[config.mk]
export PLATFORM = sky130hd
export DESIGN_NAME = weight_sram_loader
export DESIGN_NICKNAME = d
export VERILOG_FILES = /design/src/rtl/weight_pkg.sv /design/src/rtl/weight_sram_loader_byte_packer.sv /design/src/rtl/weight_sram_loader.sv
export SDC_FILE = /design/constraint.sdc
export NUM_CORES = 1
export LEC_CHECK = 0
export ABC_CLOCK_PERIOD_IN_PS = 6000
export CORE_ASPECT_RATIO = 0.8
export CORE_MARGIN = 2
export CORE_UTILIZATION = 54
export CTS_CLUSTER_SIZE = 10
export DETAILED_ROUTE_END_ITERATION = 16
export PLACE_DENSITY = 0.84
export SYNTH_ARGS = -nofsm -noshare
export SYNTH_HDL_FRONTEND = slang
export SYNTH_SLANG_ARGS = --single-unit
[constraint.sdc]
create_clock -name i_clk -period 6 [get_ports i_clk]
set_input_delay 0.9 -clock i_clk [delete_from_list [all_inputs] [get_ports i_clk]]
set_output_delay 0.9 -clock i_clk [all_outputs]
set_load 0.02 [all_outputs]
[src/rtl/weight_pkg.sv]
// Shared constants and FSM state type for the weight SRAM loader.
package weight_pkg;
  localparam int DATA_WIDTH      = 8;
  localparam int DATA_LENGTH     = 8;
  localparam int SRAM_DATA_WIDTH = DATA_WIDTH * DATA_LENGTH;
  localparam int ADDR_WIDTH      = 8;
  localparam int LANE_WIDTH      = $clog2(DATA_LENGTH);
  localparam int CNT_WIDTH       = ADDR_WIDTH + LANE_WIDTH;

  typedef enum logic [1:0] {IDLE, LOAD, FLUSH, DONE} loader_state_t;
endpackage

[src/rtl/weight_sram_loader_byte_packer.sv]
// Packs weight bytes into lanes of one SRAM word; o_word already merges the incoming byte,
// so the parent can register the full word in the acceptance cycle (no backpressure here).
module byte_packer
  import weight_pkg::*;
(
  input  logic                       i_clk,
  input  logic                       i_rst,
  input  logic                       i_clear,
  input  logic                       i_push,
  input  logic                       i_close,
  input  logic [DATA_WIDTH-1:0]      i_data,
  output logic [SRAM_DATA_WIDTH-1:0] o_word,
  output logic                       o_word_valid
);
  logic [SRAM_DATA_WIDTH-1:0] buf_q;
  logic [LANE_WIDTH-1:0]      lane_q;

  always_comb begin
    o_word = buf_q;
    o_word[int'(lane_q)*DATA_WIDTH +: DATA_WIDTH] = i_data;
  end

  assign o_word_valid = i_push & (lane_q == LANE_WIDTH'(DATA_LENGTH - 1));

  // A completed or closed word empties the buffer so the next byte lands in lane 0.
  always_ff @(posedge i_clk or posedge i_rst) begin
    if (i_rst) begin
      buf_q  <= '0;
      lane_q <= '0;
    end else if (i_clear || (i_push && (o_word_valid || i_close))) begin
      buf_q  <= '0;
      lane_q <= '0;
    end else if (i_push) begin
      buf_q  <= o_word;
      lane_q <= lane_q + 1'b1;
    end
  end
endmodule

[src/rtl/weight_sram_loader.sv]
// Byte-serial to 64-bit SRAM word loader; write strobe 1 cycle after a word's last byte.
// o_ready is high only in LOAD, one byte per cycle sustained; partial final word flushed zero-padded.
module weight_sram_loader
  import weight_pkg::*;
(
  input  logic                       i_clk,
  input  logic                       i_rst,
  input  logic                       i_clear,
  input  logic                       i_start,
  input  logic [ADDR_WIDTH-1:0]      i_base_addr,
  input  logic [CNT_WIDTH-1:0]       i_byte_count,
  input  logic [DATA_WIDTH-1:0]      i_data,
  input  logic                       i_valid,
  output logic                       o_ready,
  output logic                       o_sram_write_en,
  output logic [ADDR_WIDTH-1:0]      o_sram_addr,
  output logic [SRAM_DATA_WIDTH-1:0] o_sram_data,
  output logic                       o_busy,
  output logic                       o_done,
  output logic [ADDR_WIDTH:0]        o_words_written
);
  loader_state_t              state_q, state_d;
  logic [ADDR_WIDTH-1:0]      addr_q;
  logic [CNT_WIDTH-1:0]       bytes_rem_q;
  logic [SRAM_DATA_WIDTH-1:0] packed_word;
  logic                       start_ok, accept, last_byte, word_valid, emit;

  assign start_ok  = i_start & ((state_q == IDLE) | (state_q == DONE));
  assign accept    = i_valid & o_ready & ~i_clear;
  assign last_byte = accept & (bytes_rem_q == CNT_WIDTH'(1));
  assign emit      = word_valid | last_byte;

  byte_packer u_packer (
    .i_clk        (i_clk),
    .i_rst        (i_rst),
    .i_clear      (i_clear | start_ok),
    .i_push       (accept),
    .i_close      (last_byte),
    .i_data       (i_data),
    .o_word       (packed_word),
    .o_word_valid (word_valid)
  );

  always_ff @(posedge i_clk or posedge i_rst) begin
    if (i_rst) state_q <= IDLE;
    else       state_q <= state_d;
  end

  always_comb begin
    state_d = state_q;
    unique case (state_q)
      IDLE, DONE: if (i_start) state_d = (i_byte_count == '0) ? DONE : LOAD;
      LOAD:       if (last_byte) state_d = FLUSH;
      FLUSH:      state_d = DONE;
    endcase
    if (i_clear) state_d = IDLE;
  end

  always_comb begin
    o_ready = (state_q == LOAD);
    o_busy  = (state_q == LOAD) | (state_q == FLUSH);
    o_done  = (state_q == DONE);
  end

  // Address counter runs modulo 2^ADDR_WIDTH so a load may wrap past the top of the SRAM.
  always_ff @(posedge i_clk or posedge i_rst) begin
    if (i_rst) begin
      addr_q          <= '0;
      bytes_rem_q     <= '0;
      o_sram_write_en <= 1'b0;
      o_sram_addr     <= '0;
      o_sram_data     <= '0;
      o_words_written <= '0;
    end else begin
      o_sram_write_en <= 1'b0;
      if (i_clear) begin
        bytes_rem_q <= '0;
      end else if (start_ok) begin
        addr_q          <= i_base_addr;
        bytes_rem_q     <= i_byte_count;
        o_words_written <= '0;
      end else if (accept) begin
        bytes_rem_q <= bytes_rem_q - 1'b1;
        if (emit) begin
          o_sram_write_en <= 1'b1;
          o_sram_addr     <= addr_q;
          o_sram_data     <= packed_word;
          addr_q          <= addr_q + 1'b1;
          o_words_written <= o_words_written + 1'b1;
        end
      end
    end
  end
endmodule

==> impl_metrics.json <==
{
  "finalCriticalPeriod_ps": 3640,
  "ys_types": 51,
  "cts_setup_buffers": 0,
  "initial_core_util_pct": 54.9,
  "portBuffers": 116,
  "grtUsageTotal_pct": 25.9,
  "placed_cells": 1044,
  "synth.avg_cell_area_um2": 9.89,
  "final_max_slew_viol_count": 0,
  "cts_buffer_depth": 2,
  "syn_nets": 834,
  "die_w_um": 138,
  "drive_above_1_share_pct": 5.84,
  "wl_um": 19500,
  "area_delta_synth_final_pct": 24.3,
  "cap_violations": 0,
  "worst_hold_slack_ps": 481,
  "p_per_area_mw_per_mm2": 377,
  "layout.cells.non_filler": 1075,
  "ys.warnings.count": 0,
  "cts_tree": "built",
  "rsz0062_at_grt": "false",
  "wire_per_inst_um": 18.1,
  "yosysTopAreaCell": "dfrtp_1",
  "yosys.area.top_type_share_pct": 54.6,
  "clkLatencyLatePin_ps": 430,
  "dieArea_mm2": 0.0154,
  "synthArstFlopShare_pct": 100,
  "slew_headroom_pct": 22.6,
  "setup_ws_ps": 2360,
  "setup_violations": 0,
  "dp_slack_ps": 1950,
  "ys_ff_latch": 170,
  "final_common_cell": "dfrtp_1",
  "antenna_found_initial": 0,
  "worstPathMaxFanout": 91,
  "drt_iter0_markers": 830,
  "gp_congestion": 0.844,
  "cp.arrival_ps": 3990,
  "h-tree-depth": 4,
  "postCtsHoldBufs": 0,
  "clk_pin_slew_ps": 70,
  "rows": 39,
  "dp.final_hpwl_um": 13000,
  "critPathCaptureType": "register",
  "cts_made_buffers": 17,
  "synth_edf_count": 0,
  "worstPathRequired_ps": 6340,
  "fmaxAchievable_ghz": 0.274,
  "hold_viol_final": 0,
  "synthTopCellsByArea": "dfrtp_1 55%, a21oi_1 8.3%, nor2_1 6.1%",
  "die_h_um": 111,
  "fin_crit_sh_pct": 60.7,
  "grt_pass1_vias": 5949,
  "num_vias": 6413,
  "outcome": "finished, final reports clean",
  "tightest_slew_ps": 1160,
  "drc_errors": 0,
  "start_kind": "input port",
  "design.portCount": 117,
  "p_leak_nw": 4.22,
  "diodes": 0,
  "post_cts_resized": 0,
  "crit_type": "input port to register",
  "syn-cell-area_mm2": 0.00779,
  "ys_seq_area_share_pct": 54.6,
  "viasPerCell": 5.97,
  "ir_drop_mv": 0.245,
  "ant_nets": 0,
  "fin_setup_tns_ps": 0,
  "fin_util_pct": 68.2,
  "totalPowerFinal_mw": 3.65,
  "cts-root-buf": "clkbuf_16",
  "most-common-layout-cells": "170 x dfrtp_1, 129 x a21oi_1, 125 x nor2_1",
  "grt_pass1_wl_um": 31900,
  "place_area_mm2": 0.00905,
  "grt_max_degree": 92,
  "overflow": 0,
  "clock-sinks": 170,
  "num-nets-final": 925,
  "synth_flop_cell": "dfrtp_1",
  "syn_inst": 788,
  "dr.pass1.iters": 6,
  "final_area_mm2": 0.00969,
  "core_mm2": 0.0142,
  "hold_class": "register to register",
  "skew_ps": 7.93
}
-- cells in the mapped netlist, types with 4 or more instances --
cell      count
buf_2        12
o21ai_0      28
o21ai_1       4
xor2_1        6
a21o_1        4
mux2i_1      24
inv_1        10
ha_1         14
a22o_1       42
nand2_1      52
and3_1        5
nand2b_1      9
o22ai_1       4
clkbuf_1     29
buf_1         6
nand3_1      12
a21oi_1     129
nor3_1       23
nand4_1       6
mux2_2       11
and2_1        4
a211oi_1      6
dfrtp_1     170
nor2_1      126
a41o_1        4
nand4b_1      4
xnor2_1       7
-- cells by family (layout without fill, tap and decap cells) --
logic type / count (synthesis) / after routing / share of synthesized area, %
and+or+nand+nor: 262 / 262 / 15.6
AOI/OAI and AO/OA: 235 / 235 / 18.4
DFF: 170 / 170 / 54.6
buffers and inverters: 59 / 162 / 3.07
muxes: 35 / 35 / 4.67
adders and majority gates: 14 / 14 / 2.25
xor gates and xnor gates: 13 / 13 / 1.46
-- flip-flops by register name (all words and copies together), names as in the netlist --
register	cells
addr_q	8
o_sram_addr	8
bytes_rem_q	11
o_words_written	9
u_packer.lane_q	3
o_sram_write_en	1
o_sram_data	64
state_q	2
u_packer.buf_q	64
-- routing by layer --
metal	vias up	global-route usage [%]	share of wire [%]	wire [µm]
li1	2982	-	-	-
met1	3138	39.1	46	8900
met2	261	38.1	46	8970
met3	32	5.46	6.7	1310
met4	0	7.62	1.6	304
met5	-	0	0	0
-- final cells by class --
cell class	count	area [µm²]
Timing Repair Buffer	121	1210
Inverter	10	42.5
Multi-Input combinational cell	559	3310
Clock buffer	19	443
Sequential cell	170	4250
Clock inverter	12	195
Tap cell	184	230
Fill cell	1024	4510
-- power breakdown --
part | switching, mW | internal (mW) | leakage (nW)
Clock | 0.449 | 0.747 | 0.313
Sequential | 0.146 | 1.29 | 2.32
Combinational | 0.600 | 0.417 | 1.58
Total | 1.20 | 2.45 | 4.22
-- critical path: stages --
cell,delay [ps]
clkdlybuf4s50_1,710
and3b_1,630
nand2_1,190
nor2_4,900
buf_12,400
nor2_1,70
a21oi_1,160
-- worst paths after layout --
path | startpoint | to | slack, ps | cells after the start
worst max-delay path | i_clear | o_sram_data[19] | 2360 | 7
max in group asynchronous | i_rst | u_packer.buf_q[60] | 3890 | 3
min in group asynchronous | i_rst | bytes_rem_q[8] | 1010 | 2
worst max register to register | state_q[1] | o_sram_data[19] | 2880 | 8
worst min-delay path | u_packer.buf_q[34] | u_packer.buf_q[34] | 480 | 2
worst min register to register | u_packer.buf_q[34] | u_packer.buf_q[34] | 480 | 2
No activity file was read; power rests on OpenSTA's default activity.
==> edit 1, RTL diff (config.mk and constraints unchanged) <==
The 4 states of `loader_state_t` get a one-hot encoding in 4 bits.
--- a/src/rtl/weight_pkg.sv
+++ b/src/rtl/weight_pkg.sv
@@ -8,5 +8,5 @@
   localparam int CNT_WIDTH       = ADDR_WIDTH + LANE_WIDTH;
 
-  typedef enum logic [1:0] {IDLE, LOAD, FLUSH, DONE} loader_state_t;
+  typedef enum logic [3:0] {IDLE = 4'b0001, LOAD = 4'b0010, FLUSH = 4'b0100, DONE = 4'b1000} loader_state_t;
 endpackage
 
Check against the original RTL: same outputs for any inputs over 4 cycles, from zero or initial values and one cycle with i_rst high; so few cycles prove little.
==> edit 1 against the unedited design <==
Sequential cell count grew 2. Worst setup slack better by 0.20 ns. Synthesized area is 1.0% higher. Critical path depth is the same. Routed wire length decreased by 4.8%. Cell area rose by 0.49%. Utilization increased by 0.10 points. Largest cell class unchanged.
Power is not compared: it rests on default switching activity, and its combinational part moved more than twofold at a synthesized area within 25%.
==> edit 1: results (changes against the unedited design) <==
- Via-to-Cell Ratio: 5.85 (-1.9%)
- Fin crit share: 57.3% (-3.4 points)
- Post-Synth XOR/XNOR Area: 1.11% (-0.35 points)
- Hold path start: o_sram_data[57]
- Flop2flop setup slack: 2.87 ns (about the same)
- Vias in the first global route: 5,917 (-0.54%)
- Post-synthesis mux area share: 4.08% (-0.59 points)
- Post-Synthesis Cells: 785 (-0.38%)
- Sequential area share after synthesis: 54.7% (+0.11 points)
- CTS clk-pin slew, worst paths: 0.07 ns (about the same)
- Worst Path Arrival: 3.70 ns (-0.29 ns)
- CP peak stage delay: 0.90 ns (about the same)
- Adder and majority cell fraction of the synthesized area: 1.43% (-0.82 points)
- CP delay by family, top: buffers and inverters
- Pre-CTS WS: 2.15 ns (+0.197 ns)
- Largest net degree at the start of global routing: 129 (+40%)
- WHS Endpoint: o_sram_data[57]
- Layout Nets: 923 (-0.22%)
- Crit-path slowest cell: buf_4
- Synth cell types: 66 (+29%)
- Layout cell share with drive strength beyond 1: 6.82% (+0.98 points)
- Average wire per standard cell: 17.2 um (-5.2%)
- Clk_skew: 0.00908 ns (+0.00115 ns)
- Top fanout value on the critical path: 128 (+41%)
- DRT Pass-1 Iters: 5 (-1)
- RD Place Congestion: 0.802 (-5.0%)
- Status: finished, final reports clean
- Post-synthesis compound-gate area fraction: 19.8% (+1.4 points)
- Worst reg2reg path endpoint: o_sram_data[54]
- Initial DRC count: 421 (-49%)
- Worst setup path end: o_sram_data[0]
- RR Startpoint: bytes_rem_q[1]
- First-pass GRT wire length: 30.7 mm (-3.5%)
- Synth top area cells: dfrtp_1 (54%), nand2_1 (7.0%), o21ai_0 (5.5%), o2bb2ai_1 (4.5%), mux2i_1 (3.9%)
- Final WL: 18.5 mm (-4.8%)
- Total global-route track usage: 24.8% (-1.1 points)
[edit 1: cell count changes after synthesis, moves of 7 or more]
cell,unedited run,this run
mux2i_1,24,31
nand2b_1,9,1
a21oi_1,129,41
o21ai_0,28,86
nor2_1,126,63
mux2_2,11,1
o2bb2ai_1,1,40
nand2_1,52,146
nor3_1,23,8
a22o_1,42,10
[edit 1: worst reg2reg max path, stage by stage (launching register included)]
cell,delay [ns]
dfrtp_1,0.41
inv_1,0.09
ha_1,0.15
or4b_1,0.48
nor4_4,0.67
o21ai_4,0.29
buf_4,0.53
nand2_1,0.22
o21ai_0,0.11
[edit 1: final cells by class]
type | count | area (um^2)
Timing Repair Buffer | 124 | 1220
Clock buffer | 18 | 439
Fill cell | 1111 | 4520
Tap cell | 184 | 230
Clock inverter | 14 | 171
Sequential cell | 172 | 4310
Inverter | 14 | 62.6
Multi-Input combinational cell | 553 | 3300
[edit 1: power groups by stage]
stage / registers (W) / logic [W] / clock network (W)
detailed placement: 0.00126 / 0.000272 / 0
finish: 0.00124 / 0.000272 / 0.00113
global route: 0.00125 / 0.000302 / 0.00119
global placement: 0.00126 / 0.000267 / 0
floorplan: 0.00126 / 0.000169 / 0
CTS: 0.00124 / 0.000274 / 0.00114
[edit 1: metrics by stage]
step / hold WS, ns / total power [W] / instance area, um^2
floorplan: 0.449 / 0.00143 / 7870
global placement: 0.461 / 0.00153 / 9120
detailed placement: 0.469 / 0.00153 / 9120
CTS: 0.484 / 0.00265 / 9730
global route: 0.502 / 0.00274 / 9730
finish: 0.479 / 0.00264 / 9730
[edit 1: routing by layer]
metal | track usage, % | part of all wire, % | vias up
met4 | 8.48 | 1.9 | 0
met5 | 0 | 0 | -
met1 | 37.1 | 48 | 3090
met3 | 4.52 | 4.9 | 36
met2 | 36.8 | 46 | 199
li1 | - | - | 2990
==> edit 2, RTL diff (same flow settings) <==
Made on the original files. Change the package constant `DATA_LENGTH` from 8 to 16.
--- a/src/rtl/weight_pkg.sv
+++ b/src/rtl/weight_pkg.sv
@@ -2,5 +2,5 @@
 package weight_pkg;
   localparam int DATA_WIDTH      = 8;
-  localparam int DATA_LENGTH     = 8;
+  localparam int DATA_LENGTH     = 16;
   localparam int SRAM_DATA_WIDTH = DATA_WIDTH * DATA_LENGTH;
   localparam int ADDR_WIDTH      = 8;
Interface: changed (resized i_byte_count and o_sram_data); port bits go from 117 to 182. The function was not compared with the original's and may differ.
==> edit 2 against the unedited design <==
Synthesized cell count grew 63%. Cell area is 68% higher. Sequential power up 55%. Routed wire length increased by 81%. Final cell count rose by 63%. Hold slack worse by 0.0010 ns. Sequential cell count up 130. Critical path depth stayed put. Synthesized area increased by 71%. Clock skew is 0.011 ns higher. Power increased by 39%. Via count up 67%. Worst setup slack worse by 0.62 ns. Critical path type is now flop to flop. Largest cell class unchanged. Highest routed layer unchanged.
==> edit 2: results (changes against the unedited design) <==
- RR Startpoint: u_packer.lane_q[0]
- Total global-route track usage: 27.5% (+1.7 points)
- Layout Cells excl Fill: 1,753 (+63%)
- Status: finished, final reports clean
- Synth cell types: 52 (+2.0%)
- Sequential area share after synthesis: 56.5% (+1.9 points)
- Sequential power: 0.00223 W (+55%)
- GRT met2 Usage: 43.8% (+5.7 points)
- Top fanout value on the critical path: 21 (-77%)
- Non-clk bufs: 191 (+58%)
- Layout Nets: 1,475 (+59%)
- RD Place Congestion: 0.872 (+3.2%)
- Grt met3 use: 5.31% (-0.15 points)
- Post-DP Area: 0.0153 mm^2 (+69%)
- Adder and majority cell fraction of the synthesized area: 1.04% (-1.2 points)
- WHS Endpoint: u_packer.buf_q[107]
- Synth cell count leaders: dfrtp_1 (300), nand2_1 (208), o21ai_1 (132), a22o_1 (91), mux2i_1 (75)
- Post-synthesis mux area share: 6.49% (+1.8 points)
- CTS Buf Count: 36 (+19)
- Hold path start: u_packer.buf_q[107]
- Internal: 0.00354 W (+44%)
- First-pass GRT wire length: 57.1 mm (+79%)
- Longest Clk Path Bufs: 3 (+1)
- CP peak stage delay: 0.88 ns (-0.02 ns)
- Multi-input gate share of total cell area: 33.3% (-0.88 points)
- Clk_skew: 0.0194 ns (+0.0115 ns)
- Vias in the first global route: 10,800 (+82%)
- Via-to-Cell Ratio: 6.10 (+2.3%)
- Top Registers: o_sram_data x128, u_packer.buf_q x128, bytes_rem_q x12
- FF-to-FF path depth: 7 (-1)
- Grt met1 use: 37.9% (-1.2 points)
- Worst Path Arrival: 4.67 ns (+0.68 ns)
- IO Port Bufs: 181 (+56%)
- Largest net degree at the start of global routing: 147 (+60%)
- Worst vdd ir: 184 uV (-25%)
- Clock share of power: 36.9% (+4.1 points)
- Switching Fraction: 30.0% (-2.7 points)
-- edit 2: cell types whose count changed after synthesis, sizes merged, moves of 7 or more --
cell and delta:
nand2 +156, nor2b +7, dfrtp +130, nor2 -60, a22oi +28, or3 +7, o21ai +148, a21oi -89
and3 +21, a22o +49, buf +18, a211oi +7, clkbuf +19, mux2i +51
-- edit 2: metal layers --
metal	vias up	wire, um	share of wire [%]
met1	5260	15200	43
li1	4872	-	-
met4	0	1140	3.2
met3	92	2770	7.8
met2	477	16200	46
met5	-	0	0
-- edit 2: how the worst max path moves through the flow --
stage / from / endpoint / slack, ns
3_5_place_dp: i_clear / u_packer.buf_q[121] / 1.75
2_1_floorplan: i_rst / addr_q[0] / 1.11
6_report: u_packer.lane_q[0] / u_packer.buf_q[27] / 1.73
3_3_place_gp: i_clear / u_packer.buf_q[124] / 1.89
5_1_grt: u_packer.lane_q[0] / u_packer.buf_q[28] / 1.48
4_1_cts: u_packer.lane_q[0] / u_packer.buf_q[27] / 1.87
